===== config.mk =====
export PLATFORM = sky130hd
export DESIGN_NAME = bist_session_scheduler
export DESIGN_NICKNAME = d
export VERILOG_FILES = /design/src/rtl/bist_session_scheduler_pkg.sv /design/src/rtl/bist_cycle_counter.sv /design/src/rtl/bist_session_scheduler.sv
export SDC_FILE = /design/constraint.sdc
export NUM_CORES = 1
export LEC_CHECK = 0
export ABC_AREA = 1
export ABC_CLOCK_PERIOD_IN_PS = 3550
export CORE_MARGIN = 2
export CORE_UTILIZATION = 49
export CTS_BUF_LIST = sky130_fd_sc_hd__clkbuf_4 sky130_fd_sc_hd__clkbuf_8 sky130_fd_sc_hd__clkbuf_16
export DETAILED_ROUTE_END_ITERATION = 7
export PLACE_DENSITY = 0.84
export SLEW_MARGIN = 20
export SYNTH_ARGS = -nofsm -noshare
export SYNTH_HDL_FRONTEND = slang
export SYNTH_SLANG_ARGS = --single-unit

===== constraint.sdc =====
create_clock -name CLK -period 3.55 [get_ports CLK]
set_input_delay 0.5325 -clock CLK [delete_from_list [all_inputs] [get_ports CLK]]
set_output_delay 0.5325 -clock CLK [all_outputs]
set_load 0.005 [all_outputs]

===== src/rtl/bist_session_scheduler_pkg.sv =====
// Shared definitions for the multi-session BIST scheduler: 3-bit state
// encoding and the default MISR signature width.
package bist_session_scheduler_pkg;

    localparam int DEFAULT_SIG_W = 21;

    typedef enum logic [2:0] {
        ST_IDLE    = 3'd0,
        ST_SEED    = 3'd1,
        ST_SHIFT   = 3'd2,
        ST_CAPTURE = 3'd3,
        ST_FLUSH   = 3'd4,
        ST_COMPARE = 3'd5,
        ST_DONE    = 3'd6
    } state_t;

endpackage


===== src/rtl/bist_cycle_counter.sv =====
// Shift/pattern counter pair for the BIST scheduler; terminal counts flag the
// last shift cycle of a chain load and the capture that completes a session.
module bist_cycle_counter #(
    parameter int CHAIN_LEN  = 16,
    parameter int N_PATTERNS = 64
) (
    input  logic clk,
    input  logic rst,
    input  logic clr,
    input  logic shift_en,
    input  logic pat_en,
    output logic shift_tc,
    output logic pat_tc
);

    localparam int SW = $clog2(CHAIN_LEN + 1);
    localparam int PW = $clog2(N_PATTERNS + 1);
    localparam logic [SW-1:0] SHIFT_LAST = SW'(CHAIN_LEN - 1);
    localparam logic [PW-1:0] PAT_LAST   = PW'(N_PATTERNS - 1);

    logic [SW-1:0] shift_cnt;
    logic [PW-1:0] pat_cnt;

    // The shift count reloads on its terminal count so SHIFT and FLUSH each
    // start from zero without the FSM having to pulse clr between them.
    always_ff @(posedge clk) begin
        if (rst || clr) begin
            shift_cnt <= '0;
            pat_cnt   <= '0;
        end else begin
            if (shift_en)
                shift_cnt <= shift_tc ? '0 : shift_cnt + SW'(1);
            if (pat_en)
                pat_cnt <= pat_cnt + PW'(1);
        end
    end

    assign shift_tc = (shift_cnt == SHIFT_LAST);
    assign pat_tc   = (pat_cnt == PAT_LAST);

endmodule


===== src/rtl/bist_session_scheduler.sv =====
// Multi-session BIST sequencer: reseed, shift/capture, flush, signature compare.
// Optional macro BIST_SCHED_EARLY_STOP_EN ends the run at the first miscompare.
module bist_session_scheduler
    import bist_session_scheduler_pkg::*;
#(
    parameter int CHAIN_LEN  = 16,
    parameter int N_PATTERNS = 64,
    parameter int N_SESSIONS = 4,
    parameter int SIG_W      = DEFAULT_SIG_W
) (
    input  logic                  CLK,
    input  logic                  RST,
    input  logic                  start,
    input  logic                  abort,
    input  logic [SIG_W-1:0]      sig,
    input  logic [SIG_W-1:0]      golden,
    output logic                  scan_en,
    output logic                  seed_ld,
    output logic                  misr_clr,
    output logic [((N_SESSIONS > 1) ? $clog2(N_SESSIONS) : 1)-1:0] session_idx,
    output logic                  busy,
    output logic                  done,
    output logic                  pass,
    output logic [N_SESSIONS-1:0] fail_map
);

    localparam int IW = (N_SESSIONS > 1) ? $clog2(N_SESSIONS) : 1;
    localparam logic [IW-1:0] LAST_IDX = IW'(N_SESSIONS - 1);

    state_t                state;
    logic                  shift_en;
    logic                  pat_en;
    logic                  cnt_clr;
    logic                  shift_tc;
    logic                  pat_tc;
    logic                  miscompare;
    logic                  stop;
    logic [N_SESSIONS-1:0] fail_next;

    assign shift_en = (state == ST_SHIFT) || (state == ST_FLUSH);
    assign pat_en   = (state == ST_CAPTURE);
    assign cnt_clr  = (state == ST_IDLE) || (state == ST_SEED);

    bist_cycle_counter #(
        .CHAIN_LEN  (CHAIN_LEN),
        .N_PATTERNS (N_PATTERNS)
    ) u_cnt (
        .clk      (CLK),
        .rst      (RST),
        .clr      (cnt_clr),
        .shift_en (shift_en),
        .pat_en   (pat_en),
        .shift_tc (shift_tc),
        .pat_tc   (pat_tc)
    );

    // fail_next folds in this cycle's compare so pass can be decided on the
    // same edge that enters DONE.
    always_comb begin
        miscompare = (sig != golden);
        fail_next  = fail_map;
        if (miscompare)
            fail_next[session_idx] = 1'b1;
`ifdef BIST_SCHED_EARLY_STOP_EN
        stop = (session_idx == LAST_IDX) || miscompare;
`else
        stop = (session_idx == LAST_IDX);
`endif
    end

    always_ff @(posedge CLK) begin
        if (RST) begin
            state       <= ST_IDLE;
            scan_en     <= 1'b0;
            seed_ld     <= 1'b0;
            misr_clr    <= 1'b0;
            session_idx <= '0;
            busy        <= 1'b0;
            done        <= 1'b0;
            pass        <= 1'b0;
            fail_map    <= '0;
        end else begin
            seed_ld  <= 1'b0;
            misr_clr <= 1'b0;
            done     <= 1'b0;
            if (abort && (state != ST_IDLE)) begin
                state   <= ST_IDLE;
                scan_en <= 1'b0;
                busy    <= 1'b0;
                pass    <= 1'b0;
            end else begin
                case (state)
                    ST_IDLE: begin
                        if (start && !abort) begin
                            state       <= ST_SEED;
                            seed_ld     <= 1'b1;
                            misr_clr    <= 1'b1;
                            scan_en     <= 1'b0;
                            busy        <= 1'b1;
                            pass        <= 1'b0;
                            fail_map    <= '0;
                            session_idx <= '0;
                        end
                    end
                    ST_SEED: begin
                        state   <= ST_SHIFT;
                        scan_en <= 1'b1;
                    end
                    ST_SHIFT: begin
                        if (shift_tc) begin
                            state   <= ST_CAPTURE;
                            scan_en <= 1'b0;
                        end
                    end
                    ST_CAPTURE: begin
                        state   <= pat_tc ? ST_FLUSH : ST_SHIFT;
                        scan_en <= 1'b1;
                    end
                    ST_FLUSH: begin
                        if (shift_tc) begin
                            state   <= ST_COMPARE;
                            scan_en <= 1'b0;
                        end
                    end
                    ST_COMPARE: begin
                        fail_map <= fail_next;
                        if (stop) begin
                            state <= ST_DONE;
                            busy  <= 1'b0;
                            done  <= 1'b1;
                            pass  <= (fail_next == '0);
                        end else begin
                            state       <= ST_SEED;
                            seed_ld     <= 1'b1;
                            misr_clr    <= 1'b1;
                            session_idx <= session_idx + IW'(1);
                        end
                    end
                    ST_DONE: begin
                        state <= ST_IDLE;
                    end
                    default: begin
                        state   <= ST_IDLE;
                        scan_en <= 1'b0;
                        busy    <= 1'b0;
                    end
                endcase
            end
        end
    end

endmodule


==> metrics.cfg <==
[timing]
worst_slew_pin_slew_ps = 480
skew_ps = 4.27
fmaxAchievable_mhz = 542
period_minus_slack_ps = 1850
slew_viol_final = 0
setup_tns_ps = 0
rsz0062_at_grt = false
setup_viol = 0
hold_viol_final = 0
fin_crit_sh = 0.520
relSlewSlack = 0.680

[placement]
io_buffers = 57
hpwl_mm = 3.27
post_dp_cell_area_um2 = 2330
post-place-cells = 374
gp_congestion = 0.788

[die]
num_rows = 21
die_h_um = 63.3
dieArea_um2 = 4010
die_width_um = 63.3
core_um2 = 3360
io-pin-count = 58
initial_utilization = 0.512

[layout]
drive_gt1_frac = 0.0813
utilization = 0.708
syn2layout_area_growth_pct = 38.2
nets = 385
antenna_cells = 0
final_cell_area_um2 = 2380
final_cells = 378

[critical_path]
critPathKind = in2reg
crit_arrival_ps = 2120
cp-start-kind = input port
crit_path_max_fanout = 4
endpoint_kind = flip-flop
cp.required_ps = 3820

[route]
postRouteAntennaNets = 0
wl_per_cell_um = 10.6
vias = 1777
drt_iter0_markers = 70
drtPass1Iterations = 4
drt-total-wl_mm = 4.00
routed_via_density = 4.70
drc = 0

[job]
drv_cap = 0

[logic_synthesis]
ys_types = 31
avgSynthCellArea_um2 = 6.29
synth_top_area_share = 0.302
syn-cell-area_um2 = 1720
synth_area_leaders = dfxtp_1, nand2_1, inv_1
synth_seq_area_share = 0.302
synth_cells = 274
yosys_warnings = 0
synth_nets = 326
netlist.top_cell.by_area = dfxtp_1
synth_seq_cells = 26

[global_route]
grt_antenna_before_repair = 0
grt_start_max_net_pins = 16
grt_overflow = 0
grt_first_pass_wirelength_mm = 6.80
grt_util_all_layers = 0.208
first_global_vias = 1724

[power_and_ir_drop]
power.leakage_nw = 1.07
power.density_nw_per_um2 = 369
finalPower_mw = 0.879
switching_share = 0.351
ir_drop_uv = 506
clockPowerShare = 0.234
pwr-share-seq = 0.385
switching_power_mw = 0.308
pwr-share-comb = 0.380
intPower_mw = 0.571

[clock_tree]
ctsLongestPathBuffers = 2
cts-root-buf = clkbuf_4
numCtsBuffers = 3
cts_resized = 0
postCtsSetupRepairBufs = 0
cts_tree = yes
hold_buffers = 0
cts.clk_slew.worst_paths_ps = 140
clk_latency_ps = 330
cts.sinks = 26
ctsHtreeMaxLevel = 1

[worst_hold_path]
worst_hold_path_type = reg2reg

[status]
status = completed

final cells by class:
cell class / instances / area [µm²]
fillers: 294 / 982
clock inverters: 1 / 30.0
well taps: 46 / 57.6
repair buffers: 57 / 571
inverters: 62 / 233
clock buffers: 3 / 22.5
multi-input cells: 183 / 947
flip-flops and latches: 26 / 520
synthesized netlist by cell type:
| cell type | number |
|---|---|
| inv_1 | 52 |
| nor2_4 | 3 |
| xnor2_1 | 4 |
| dfxtp_1 | 26 |
| nand2_1 | 84 |
| o31ai_1 | 1 |
| inv_2 | 10 |
| o211ai_1 | 1 |
| nor3_4 | 2 |
| a21oi_1 | 17 |
| o21ai_0 | 6 |
| nor2_2 | 1 |
| a41oi_1 | 1 |
| a21oi_2 | 1 |
| nand2_2 | 2 |
| nand3_1 | 14 |
| nor2_1 | 25 |
| a311oi_2 | 1 |
| a211oi_1 | 2 |
| a21oi_4 | 1 |
| a221oi_1 | 3 |
| a31oi_1 | 2 |
| buf_6 | 1 |
| nand3_2 | 1 |
| or2_0 | 1 |
| ha_1 | 6 |
| o21ai_2 | 1 |
| buf_4 | 1 |
| o21ai_1 | 2 |
| nor3_1 | 1 |
| clkbuf_1 | 1 |
per-layer routing:
layer | vias to the layer above | track usage | share of wire | wire, µm
met5 | - | 0 | 0 | 0
met1 | 767 | 0.242 | 0.48 | 1920
met4 | 0 | 0.0598 | 0.010 | 42
met2 | 40 | 0.387 | 0.47 | 1870
met3 | 7 | 0.0357 | 0.041 | 165
li1 | 963 | - | - | -
cell families after synthesis:
group	synth area share
AND/OR/NAND/NOR	0.340
buffers and inverters	0.148
AO/OA/AOI/OAI	0.146
flip-flops	0.302
adder cells (fa/ha/maj)	0.0436
XOR/XNOR	0.0203
path summary, 6_finish.rpt:
check	start	endpoint	slack [ps]	cells after the start
setup / recovery	sig[9]	pass$_SDFFE_PP0P_	1700	13
hold / removal	u_cnt.pat_cnt[2]$_SDFFE_PP0N_	u_cnt.pat_cnt[2]$_SDFFE_PP0N_	470	2
setup reg to reg	state[1]$_SDFFE_PP0P_	u_cnt.pat_cnt[5]$_SDFFE_PP0N_	2020	7
hold reg to reg	u_cnt.pat_cnt[2]$_SDFFE_PP0N_	u_cnt.pat_cnt[2]$_SDFFE_PP0N_	470	2
power by group through the flow:
stage                     Sequential, mW  Combinational (mW)  Clock, mW
after floorplan                    0.342               0.223          0
after global placement             0.344               0.325          0
after detailed placement           0.344               0.330          0
after CTS                          0.339               0.336      0.206
after global routing               0.343               0.370      0.219
final                              0.339               0.335      0.206
cell usage in the layout (no fill, tap or decap), types with 2 or more instances in the layout:
cell | synthesis | layout
ha_1 | 6 | 6
nor2_4 | 3 | 3
o21ai_0 | 6 | 6
o21ai_1 | 2 | 2
clkdlybuf4s50_1 | 0 | 57
nand2_1 | 84 | 84
nand3_1 | 14 | 14
nor2_1 | 25 | 25
inv_1 | 52 | 52
a31oi_1 | 2 | 2
a211oi_1 | 2 | 2
a221oi_1 | 3 | 3
dfxtp_1 | 26 | 26
xnor2_1 | 4 | 4
a21oi_1 | 17 | 17
nand2_2 | 2 | 2
clkbuf_4 | 0 | 3
nor3_4 | 2 | 2
inv_2 | 10 | 10
stage by stage:
stage               hold WS, ps  worst slack (ps)
floorplan                   436              2120
global placement            451              1430
detailed placement          452              1340
CTS                         472              1690
global route                521              1480
finish                      471              1700
worst max-delay path: stages:
cell and delay [ps]:
clkdlybuf4s50_1 480, inv_1 50, nand2_1 60, nand2_1 70, nor2_1 100, nand2_1 60, nor2_1 140, nand3_1 160
nand2_1 130, nand2_1 60, nor2_1 90, nand3_1 70, a21oi_1 120
state kept, by name, indices dropped and copies added (netlist names):
| register | count |
|---|---|
| scan_en | 1 |
| u_cnt.shift_cnt | 5 |
| pass | 1 |
| u_cnt.pat_cnt | 7 |
| busy | 1 |
| session_idx | 2 |
| fail_map | 4 |
| done | 1 |
| misr_clr | 1 |
| state | 3 |
Note: power is estimated with default switching activity, not from simulation.
